==> src/rtl/pa_ifu_ipack_buf_pkg.sv <==
`default_nettype none
// ============================================================================
// Module : pa_ifu_ipack_buf_pkg
// Brief  : Shared IFU instruction-packer constants and RVC length decode.
// Rev    : 1.0
// ============================================================================
package pa_ifu_ipack_buf_pkg;

    localparam int         IPACK_DEPTH  = 4;
    localparam int         IPACK_PTR_W  = 2;
    localparam int         HW_W         = 16;
    localparam logic [1:0] RVC_LEN_MASK = 2'b11;

    typedef logic [HW_W-1:0] halfword_t;

    // Both low opcode bits set marks a 32-bit instruction.
    function automatic logic is_32b(input halfword_t hw);
        return (hw[1:0] & RVC_LEN_MASK) == RVC_LEN_MASK;
    endfunction

endpackage
`default_nettype wire

==> src/rtl/pa_ifu_ipack_buf_if.sv <==
`default_nettype none
// ============================================================================
// Module : pa_ifu_ipack_buf_if
// Brief  : Fetch, pop and pre-decode signals around the instruction packer.
// Rev    : 1.0
// ============================================================================
interface pa_ifu_ipack_buf_if #(
    parameter int PTR_W = 2
);
    logic             ifu_ipack_fetch_vld;
    logic [31:0]      ifu_ipack_fetch_data;
    logic [30:0]      ifu_ipack_fetch_pc;
    logic             ipack_ifu_fetch_rdy;
    logic             ifu_ipack_flush;
    logic             id_ipack_pop0;
    logic             id_ipack_pop1;
    logic [31:0]      ipack_id_pred_inst0;
    logic             ipack_id_pred_inst0_vld;
    logic [15:0]      ipack_id_pred_inst1;
    logic             ipack_id_pred_inst1_vld;
    logic [30:0]      ipack_id_inst0_pc;
    logic [PTR_W:0]   ipack_id_entry_cnt;

    modport master (
        output ifu_ipack_fetch_vld, ifu_ipack_fetch_data, ifu_ipack_fetch_pc,
        output ifu_ipack_flush, id_ipack_pop0, id_ipack_pop1,
        input  ipack_ifu_fetch_rdy, ipack_id_pred_inst0, ipack_id_pred_inst0_vld,
        input  ipack_id_pred_inst1, ipack_id_pred_inst1_vld, ipack_id_inst0_pc,
        input  ipack_id_entry_cnt
    );

    modport slave (
        input  ifu_ipack_fetch_vld, ifu_ipack_fetch_data, ifu_ipack_fetch_pc,
        input  ifu_ipack_flush, id_ipack_pop0, id_ipack_pop1,
        output ipack_ifu_fetch_rdy, ipack_id_pred_inst0, ipack_id_pred_inst0_vld,
        output ipack_id_pred_inst1, ipack_id_pred_inst1_vld, ipack_id_inst0_pc,
        output ipack_id_entry_cnt
    );
endinterface
`default_nettype wire

==> src/rtl/pa_ifu_ipack_buf_entry_array.sv <==
`default_nettype none
// ============================================================================
// Module : pa_ifu_ipack_entry_array
// Brief  : Circular halfword register file, two write ports, three read ports.
// Rev    : 1.0
// ============================================================================
module pa_ifu_ipack_entry_array
    import pa_ifu_ipack_buf_pkg::*;
#(
    parameter int DEPTH = IPACK_DEPTH,
    parameter int PTR_W = IPACK_PTR_W
) (
    input  wire logic      clk,
    input  wire logic      rst,
    input  wire logic      clr,
    input  wire logic [1:0] wr_cnt,
    input  wire halfword_t wr_data0,
    input  wire halfword_t wr_data1,
    input  wire logic [1:0] rd_adv,
    output halfword_t      rd_data0,
    output halfword_t      rd_data1,
    output halfword_t      rd_data2
);

    logic [PTR_W-1:0] rd_ptr;
    logic [PTR_W-1:0] wr_ptr;
    halfword_t        entry [DEPTH];

    always_ff @(posedge clk) begin
        if (rst) begin
            rd_ptr <= '0;
            wr_ptr <= '0;
            for (int i = 0; i < DEPTH; i++) begin
                entry[i] <= '0;
            end
        end else if (clr) begin
            rd_ptr <= '0;
            wr_ptr <= '0;
        end else begin
            if (wr_cnt != 2'd0) begin
                entry[wr_ptr] <= wr_data0;
            end
            if (wr_cnt == 2'd2) begin
                entry[wr_ptr + PTR_W'(1)] <= wr_data1;
            end
            rd_ptr <= rd_ptr + PTR_W'(rd_adv);
            wr_ptr <= wr_ptr + PTR_W'(wr_cnt);
        end
    end

    // Pointers wrap naturally because DEPTH is a power of two.
    assign rd_data0 = entry[rd_ptr];
    assign rd_data1 = entry[rd_ptr + PTR_W'(1)];
    assign rd_data2 = entry[rd_ptr + PTR_W'(2)];

endmodule
`default_nettype wire

==> src/rtl/pa_ifu_ipack_buf.sv <==
`default_nettype none
// ============================================================================
// Module : pa_ifu_ipack_buf
// Brief  : IFU instruction packer presenting inst0/inst1 slots to pre-decode.
// Rev    : 1.0
// ============================================================================
module pa_ifu_ipack_buf
    import pa_ifu_ipack_buf_pkg::*;
#(
    parameter int DEPTH = IPACK_DEPTH,
    parameter int PTR_W = IPACK_PTR_W
) (
    input  wire logic          forever_cpuclk,
    input  wire logic          cpurst,
    pa_ifu_ipack_buf_if.slave  bus
);

    logic [PTR_W:0] cnt;
    logic [30:0]    head_pc;
    halfword_t      hw0;
    halfword_t      hw1;
    halfword_t      hw2;
    logic [1:0]     l0;
    logic           inst0_vld;
    logic           inst1_vld;
    halfword_t      inst1;
    logic           rdy;
    logic           accept;
    logic [1:0]     fill;
    logic [1:0]     pop_cnt;
    halfword_t      wr_data0;

    pa_ifu_ipack_entry_array #(
        .DEPTH (DEPTH),
        .PTR_W (PTR_W)
    ) u_entry_array (
        .clk      (forever_cpuclk),
        .rst      (cpurst),
        .clr      (bus.ifu_ipack_flush),
        .wr_cnt   (fill),
        .wr_data0 (wr_data0),
        .wr_data1 (bus.ifu_ipack_fetch_data[31:16]),
        .rd_adv   (pop_cnt),
        .rd_data0 (hw0),
        .rd_data1 (hw1),
        .rd_data2 (hw2)
    );

    assign l0        = is_32b(hw0) ? 2'd2 : 2'd1;
    assign inst0_vld = cnt >= (PTR_W+1)'(l0);
    assign inst1     = (l0 == 2'd2) ? hw2 : hw1;
    assign inst1_vld = inst0_vld && (cnt >= (PTR_W+1)'(l0 + 2'd1)) && !is_32b(inst1);

    // Fetch readiness looks only at the current count, never at same-cycle pops.
    assign rdy    = cnt <= (PTR_W+1)'(DEPTH - 2);
    assign accept = bus.ifu_ipack_fetch_vld && rdy && !bus.ifu_ipack_flush;
    assign fill   = !accept ? 2'd0 : (bus.ifu_ipack_fetch_pc[0] ? 2'd1 : 2'd2);

    // fetch_pc[0] is PC[1]: an odd halfword start keeps only the upper half.
    assign wr_data0 = bus.ifu_ipack_fetch_pc[0] ? bus.ifu_ipack_fetch_data[31:16]
                                                : bus.ifu_ipack_fetch_data[15:0];

    always_comb begin
        pop_cnt = 2'd0;
        if (!bus.ifu_ipack_flush && bus.id_ipack_pop0 && inst0_vld) begin
            pop_cnt = l0;
            if (bus.id_ipack_pop1 && inst1_vld) begin
                pop_cnt = l0 + 2'd1;
            end
        end
    end

    always_ff @(posedge forever_cpuclk) begin
        if (cpurst) begin
            cnt     <= '0;
            head_pc <= '0;
        end else if (bus.ifu_ipack_flush) begin
            cnt     <= '0;
        end else begin
            cnt <= cnt + (PTR_W+1)'(fill) - (PTR_W+1)'(pop_cnt);
            if ((cnt == (PTR_W+1)'(pop_cnt)) && (fill != 2'd0)) begin
                head_pc <= bus.ifu_ipack_fetch_pc;
            end else begin
                head_pc <= head_pc + 31'(pop_cnt);
            end
        end
    end

    assign bus.ipack_ifu_fetch_rdy     = rdy;
    assign bus.ipack_id_pred_inst0     = (l0 == 2'd2) ? {hw1, hw0} : {16'h0000, hw0};
    assign bus.ipack_id_pred_inst0_vld = inst0_vld;
    assign bus.ipack_id_pred_inst1     = inst1;
    assign bus.ipack_id_pred_inst1_vld = inst1_vld;
    assign bus.ipack_id_inst0_pc       = head_pc;
    assign bus.ipack_id_entry_cnt      = cnt;

endmodule
`default_nettype wire

==> src/flat_wrapper.sv <==
// flat-port wrapper written by rule: the top's interface ports become plain ports
module pa_ifu_ipack_buf_flat import pa_ifu_ipack_buf_pkg::*;
#(
    parameter int DEPTH = IPACK_DEPTH,
    parameter int PTR_W = IPACK_PTR_W
)
  (forever_cpuclk, cpurst, bus_ifu_ipack_fetch_vld, bus_ifu_ipack_fetch_data, bus_ifu_ipack_fetch_pc, bus_ifu_ipack_flush, bus_id_ipack_pop0, bus_id_ipack_pop1, bus_ipack_ifu_fetch_rdy, bus_ipack_id_pred_inst0, bus_ipack_id_pred_inst0_vld, bus_ipack_id_pred_inst1, bus_ipack_id_pred_inst1_vld, bus_ipack_id_inst0_pc, bus_ipack_id_entry_cnt);
  pa_ifu_ipack_buf_if #(.PTR_W(PTR_W)) bus_i ();
  input  wire logic forever_cpuclk;
  input  wire logic cpurst;
  input wire logic [$bits(bus_i.ifu_ipack_fetch_vld)-1:0] bus_ifu_ipack_fetch_vld;
  input wire logic [$bits(bus_i.ifu_ipack_fetch_data)-1:0] bus_ifu_ipack_fetch_data;
  input wire logic [$bits(bus_i.ifu_ipack_fetch_pc)-1:0] bus_ifu_ipack_fetch_pc;
  input wire logic [$bits(bus_i.ifu_ipack_flush)-1:0] bus_ifu_ipack_flush;
  input wire logic [$bits(bus_i.id_ipack_pop0)-1:0] bus_id_ipack_pop0;
  input wire logic [$bits(bus_i.id_ipack_pop1)-1:0] bus_id_ipack_pop1;
  output wire logic [$bits(bus_i.ipack_ifu_fetch_rdy)-1:0] bus_ipack_ifu_fetch_rdy;
  output wire logic [$bits(bus_i.ipack_id_pred_inst0)-1:0] bus_ipack_id_pred_inst0;
  output wire logic [$bits(bus_i.ipack_id_pred_inst0_vld)-1:0] bus_ipack_id_pred_inst0_vld;
  output wire logic [$bits(bus_i.ipack_id_pred_inst1)-1:0] bus_ipack_id_pred_inst1;
  output wire logic [$bits(bus_i.ipack_id_pred_inst1_vld)-1:0] bus_ipack_id_pred_inst1_vld;
  output wire logic [$bits(bus_i.ipack_id_inst0_pc)-1:0] bus_ipack_id_inst0_pc;
  output wire logic [$bits(bus_i.ipack_id_entry_cnt)-1:0] bus_ipack_id_entry_cnt;
  assign bus_i.ifu_ipack_fetch_vld = bus_ifu_ipack_fetch_vld;
  assign bus_i.ifu_ipack_fetch_data = bus_ifu_ipack_fetch_data;
  assign bus_i.ifu_ipack_fetch_pc = bus_ifu_ipack_fetch_pc;
  assign bus_i.ifu_ipack_flush = bus_ifu_ipack_flush;
  assign bus_i.id_ipack_pop0 = bus_id_ipack_pop0;
  assign bus_i.id_ipack_pop1 = bus_id_ipack_pop1;
  assign bus_ipack_ifu_fetch_rdy = bus_i.ipack_ifu_fetch_rdy;
  assign bus_ipack_id_pred_inst0 = bus_i.ipack_id_pred_inst0;
  assign bus_ipack_id_pred_inst0_vld = bus_i.ipack_id_pred_inst0_vld;
  assign bus_ipack_id_pred_inst1 = bus_i.ipack_id_pred_inst1;
  assign bus_ipack_id_pred_inst1_vld = bus_i.ipack_id_pred_inst1_vld;
  assign bus_ipack_id_inst0_pc = bus_i.ipack_id_inst0_pc;
  assign bus_ipack_id_entry_cnt = bus_i.ipack_id_entry_cnt;
  pa_ifu_ipack_buf #(.DEPTH(DEPTH), .PTR_W(PTR_W)) u_core (.forever_cpuclk(forever_cpuclk), .cpurst(cpurst), .bus(bus_i));
endmodule
==> config.mk <==
export PLATFORM = sky130hd
export DESIGN_NAME = pa_ifu_ipack_buf_flat
export DESIGN_NICKNAME = d
export VERILOG_FILES = /design/src/rtl/pa_ifu_ipack_buf_pkg.sv /design/src/rtl/pa_ifu_ipack_buf_if.sv /design/src/rtl/pa_ifu_ipack_buf_entry_array.sv /design/src/rtl/pa_ifu_ipack_buf.sv /design/src/flat_wrapper.sv
export SDC_FILE = /design/constraint.sdc
export NUM_CORES = 1
export LEC_CHECK = 0
export ABC_AREA = 1
export BUFFER_PORTS_ARGS = -buffer_cell sky130_fd_sc_hd__buf_2
export CAP_MARGIN = 20
export CORE_ASPECT_RATIO = 0.7
export CORE_MARGIN = 4
export CORE_UTILIZATION = 56
export CTS_CLUSTER_SIZE = 20
export DETAILED_ROUTE_END_ITERATION = 8
export GPL_TIMING_DRIVEN = 0
export PLACE_DENSITY = 0.88
export SLEW_MARGIN = 15
export SYNTH_ARGS = -nofsm -noshare
export SYNTH_HDL_FRONTEND = slang
export SYNTH_SLANG_ARGS = --single-unit
==> constraint.sdc <==
create_clock -name forever_cpuclk -period 4.1 [get_ports forever_cpuclk]
set_input_delay 0.82 -clock forever_cpuclk [delete_from_list [all_inputs] [get_ports forever_cpuclk]]
set_output_delay 0.82 -clock forever_cpuclk [all_outputs]
set_load 0.03 [all_outputs]
==> impl_metrics.csv <==
group,metric,value,unit
critical_path,cp-end-kind,"flop",
synth,synth_top_family_by_area,"simple AND/OR/NAND/NOR gates",
clock_tree,numCtsBuffers,9,
power_and_ir_drop,power.leakage,3.87,nW
grt,track_usage,0.314,
route,drc_errors,0,
die,initial_core_util,0.582,
place,io_buffer_count,153,
finish,nets,1316,
synth,yosysWarnings,0,
synth,synthCells,1069,
finish,final_util,0.694,
synth,synth_xor_area_frac,0.0203,
synth,synth_top_area_share,0.261,
synth,synth_compound_area_frac,0.158,
grt,antenna_found_initial,0,
critical_path,critical_path.cell_chain,"buf_6 -> nand2_1 -> o21ai_1 -> o21ai_2 -> nand2_1 -> inv_1 -> clkbuf_4 -> buf_4 -> ha_1 -> a21oi_1 -> o21ai_1 -> nand3b_1 -> ha_1 -> nor2_4 -> ha_1 -> inv_1 -> nor3_4 -> buf_12 -> buf_2 -> nand4_1 -> nand3_1 -> nand2_1",
grt,grt_pass1_vias,7034,
finish,drive_gt1_frac,0.211,
route,wl_met1,10.6,mm
grt,grt_max_degree,22,
sta,slew_viol_final,0,
synth,synth-adder-area-share,0.0252,
critical_path,crit_type,"flop to flop",
sta,slew_headroom,0.448,
die,row_count,34,
synth,synth_area_leaders,"edfxtp_1 26%, nand2_1 17%, dfxtp_1 10%",
critical_path,max_stage_delay,0.35,ns
critical_path,crit_slowest_cell,"dfxtp_1",
synth,synth-edff-count,64,
clock_tree,clk_latency,0.35,ns
clock_tree,cts_num_sinks,102,
finish,antenna_cells,0,
clock_tree,htreeDepth,3,
sta,tightest_slew,0.827,ns
synth,synthMuxAreaShare,0,
synth,synth_top_cell_by_area,"edfxtp_1",
critical_path,required,4.34,ns
critical_path,crit_fanout,10,
die,die_area,15100,um^2
sta,hold_viol,0,
critical_path,cp-start-kind,"flop",
route,top_layer,"met4",
sta,fin_worst_skew,0.0135,ns
critical_path,crit_arrival,4.19,ns
flow_run,cap_violations,0,
run_status,status,"completed",
hold_path,hold_class,"flop to flop",
synth,synth-simple-area-share,0.324,
route,drt-total-wl,24.8,mm
synth,synth_seq_area_share,0.365,
place,hpwl,19.3,mm
route,wl_met2,8.98,mm
synth,synthTopCellsByCount,"328 x nand2_1, 121 x nor2_1, 119 x inv_1",
synth,synthFlopType,"edfxtp_1",
synth,ys_seq_elements,102,
synth,netlist_area,7350,um^2
synth,synth_cell_type_count,34,
die,io_pins,154,
clock_tree,cts_root_buf,"clkbuf_16",
route,vias,8283,
sta,fin_crit_sh,0.963,
grt,grt.overflow.total,0,
power_and_ir_drop,irDropWorstVdd,0.222,mV
place,dpl-instance-area,8340,um^2
sta,max_freq,253,MHz
die,die_height,104,um
finish,syn_to_final_growth,19.3,%
route,drt-initial-drc-count,1182,
route,wl_met3,5.00,mm
die,core-area,12600,um^2
sta,finalCriticalPeriod,3.95,ns
clock_tree,clockBufferDepth,2,
clock_tree,cts_tree,"yes",
clock_tree,clk_pin_slew_worst_paths,0.08,ns
synth,synth_nets,1151,
route,wl_per_cell,17.7,um
sta,setup_viol,0,
route,ant_nets,0,
synth,synthArstFlopShare,0,
synth,yosysMostFrequentCell,"nand2_1",
die,die_x,145,um
finish,fin_area,8770,um^2
route,via_per_inst,5.91,
grt,grt_pass1_wl,38.3,mm
route,drt-pass1-iter-count,6,
power_and_ir_drop,power_density,311,nW/um^2
place,gp_congestion,0.984,
synth,avgSynthCellArea,6.88,um^2
-- critical path, delay by kind of cell (launching register included) --
family | cells | cell delay, ns
AO/OA/AOI/OAI | 4 | 0.48
adder cells (fa/ha/maj) | 3 | 0.78
buffers and inverters | 7 | 1.03
flip-flops | 1 | 0.35
AND/OR/NAND/NOR | 8 | 1.20
-- sequential cells by signal, summed over array words and instances (netlist names) --
name,count
u_core.u_entry_array.entry,64
u_core.u_entry_array.wr_ptr,2
u_core.bus.ipack_id_entry_cnt,3
u_core.bus.ipack_id_inst0_pc,31
u_core.u_entry_array.rd_ptr,2
-- report_power, final --
part / switching (mW) / total [mW] / leakage (nW) / internal (mW)
logic: 0.452 / 0.655 / 2.76 / 0.203
registers: 0.0676 / 1.22 / 0.972 / 1.15
clock network: 0.427 / 0.858 / 0.139 / 0.431
total: 0.947 / 2.73 / 3.87 / 1.78
-- stage by stage --
stage	power, mW	setup slack, ns	TNS, ns	hold slack, ns	instances
6_report	2.73	0.154	0	0.496	1401
5_1_grt	2.83	-0.0701	-0.0949	0.527	1401
4_1_cts	2.69	0.0283	0	0.498	1401
3_5_place_dp	1.85	-0.460	-5.17	0.486	1384
3_3_place_gp	1.84	-0.386	-4.38	0.478	1384
2_1_floorplan	1.64	0.0190	0	0.592	1069
-- timing repair --
action | in CTS | in global routing
setup endpoints to repair | 33 | 33
setup buffers | 2 | 0
pin swaps | 3 | 3
hold buffers | 0 | 0
cloned | 0 | 0
resized for setup | 12 | 22
-- routing by layer --
metal,vias to the layer above,global-route usage
met5,-,0
met4,0,0.0420
met3,45,0.147
met2,684,0.395
met1,3679,0.493
li1,3875,-
-- final cells by class --
type / instances / area [um^2]
Clock inverter: 7 / 71.3
Fill cell: 1009 / 3870
Inverter: 124 / 465
Multi-Input combinational cell: 786 / 4000
Buffer: 56 / 327
Tap cell: 162 / 203
Clock buffer: 9 / 225
Sequential cell: 102 / 2680
Timing Repair Buffer: 155 / 793
-- cell families after synthesis --
family                   count (synthesis)
AO/OA/AOI/OAI                          207
XOR/XNOR                                17
adder cells (fa/ha/maj)                 13
buffers and inverters                  181
AND/OR/NAND/NOR                        549
flip-flops                             102
-- cells in the final DEF (no fill, tap or decap), types with 14 or more instances in the layout --
master      n
a21oi_1    20
buf_2     174
clkbuf_1   19
dfxtp_1    38
edfxtp_1   64
inv_1     117
nand2_1   323
nand2_2    16
nand3_1    29
nand4_1    30
nor2_1    114
o211ai_1   14
o21ai_0    72
o21ai_1    29
o22ai_1    64
-- path summary, 6_finish.rpt --
path	start	to	slack [ns]	depth (start not counted)
setup reg to reg	u_core.u_entry_array.rd_ptr[0]	u_core.bus.ipack_id_inst0_pc[1]	0.15	22
hold / removal	u_core.bus.ipack_id_inst0_pc[30]	u_core.bus.ipack_id_inst0_pc[30]	0.50	2
setup / recovery	u_core.u_entry_array.rd_ptr[0]	u_core.bus.ipack_id_inst0_pc[1]	0.15	22
hold reg to reg	u_core.bus.ipack_id_inst0_pc[30]	u_core.bus.ipack_id_inst0_pc[30]	0.50	2
Note: power is estimated with default switching activity, not from simulation.
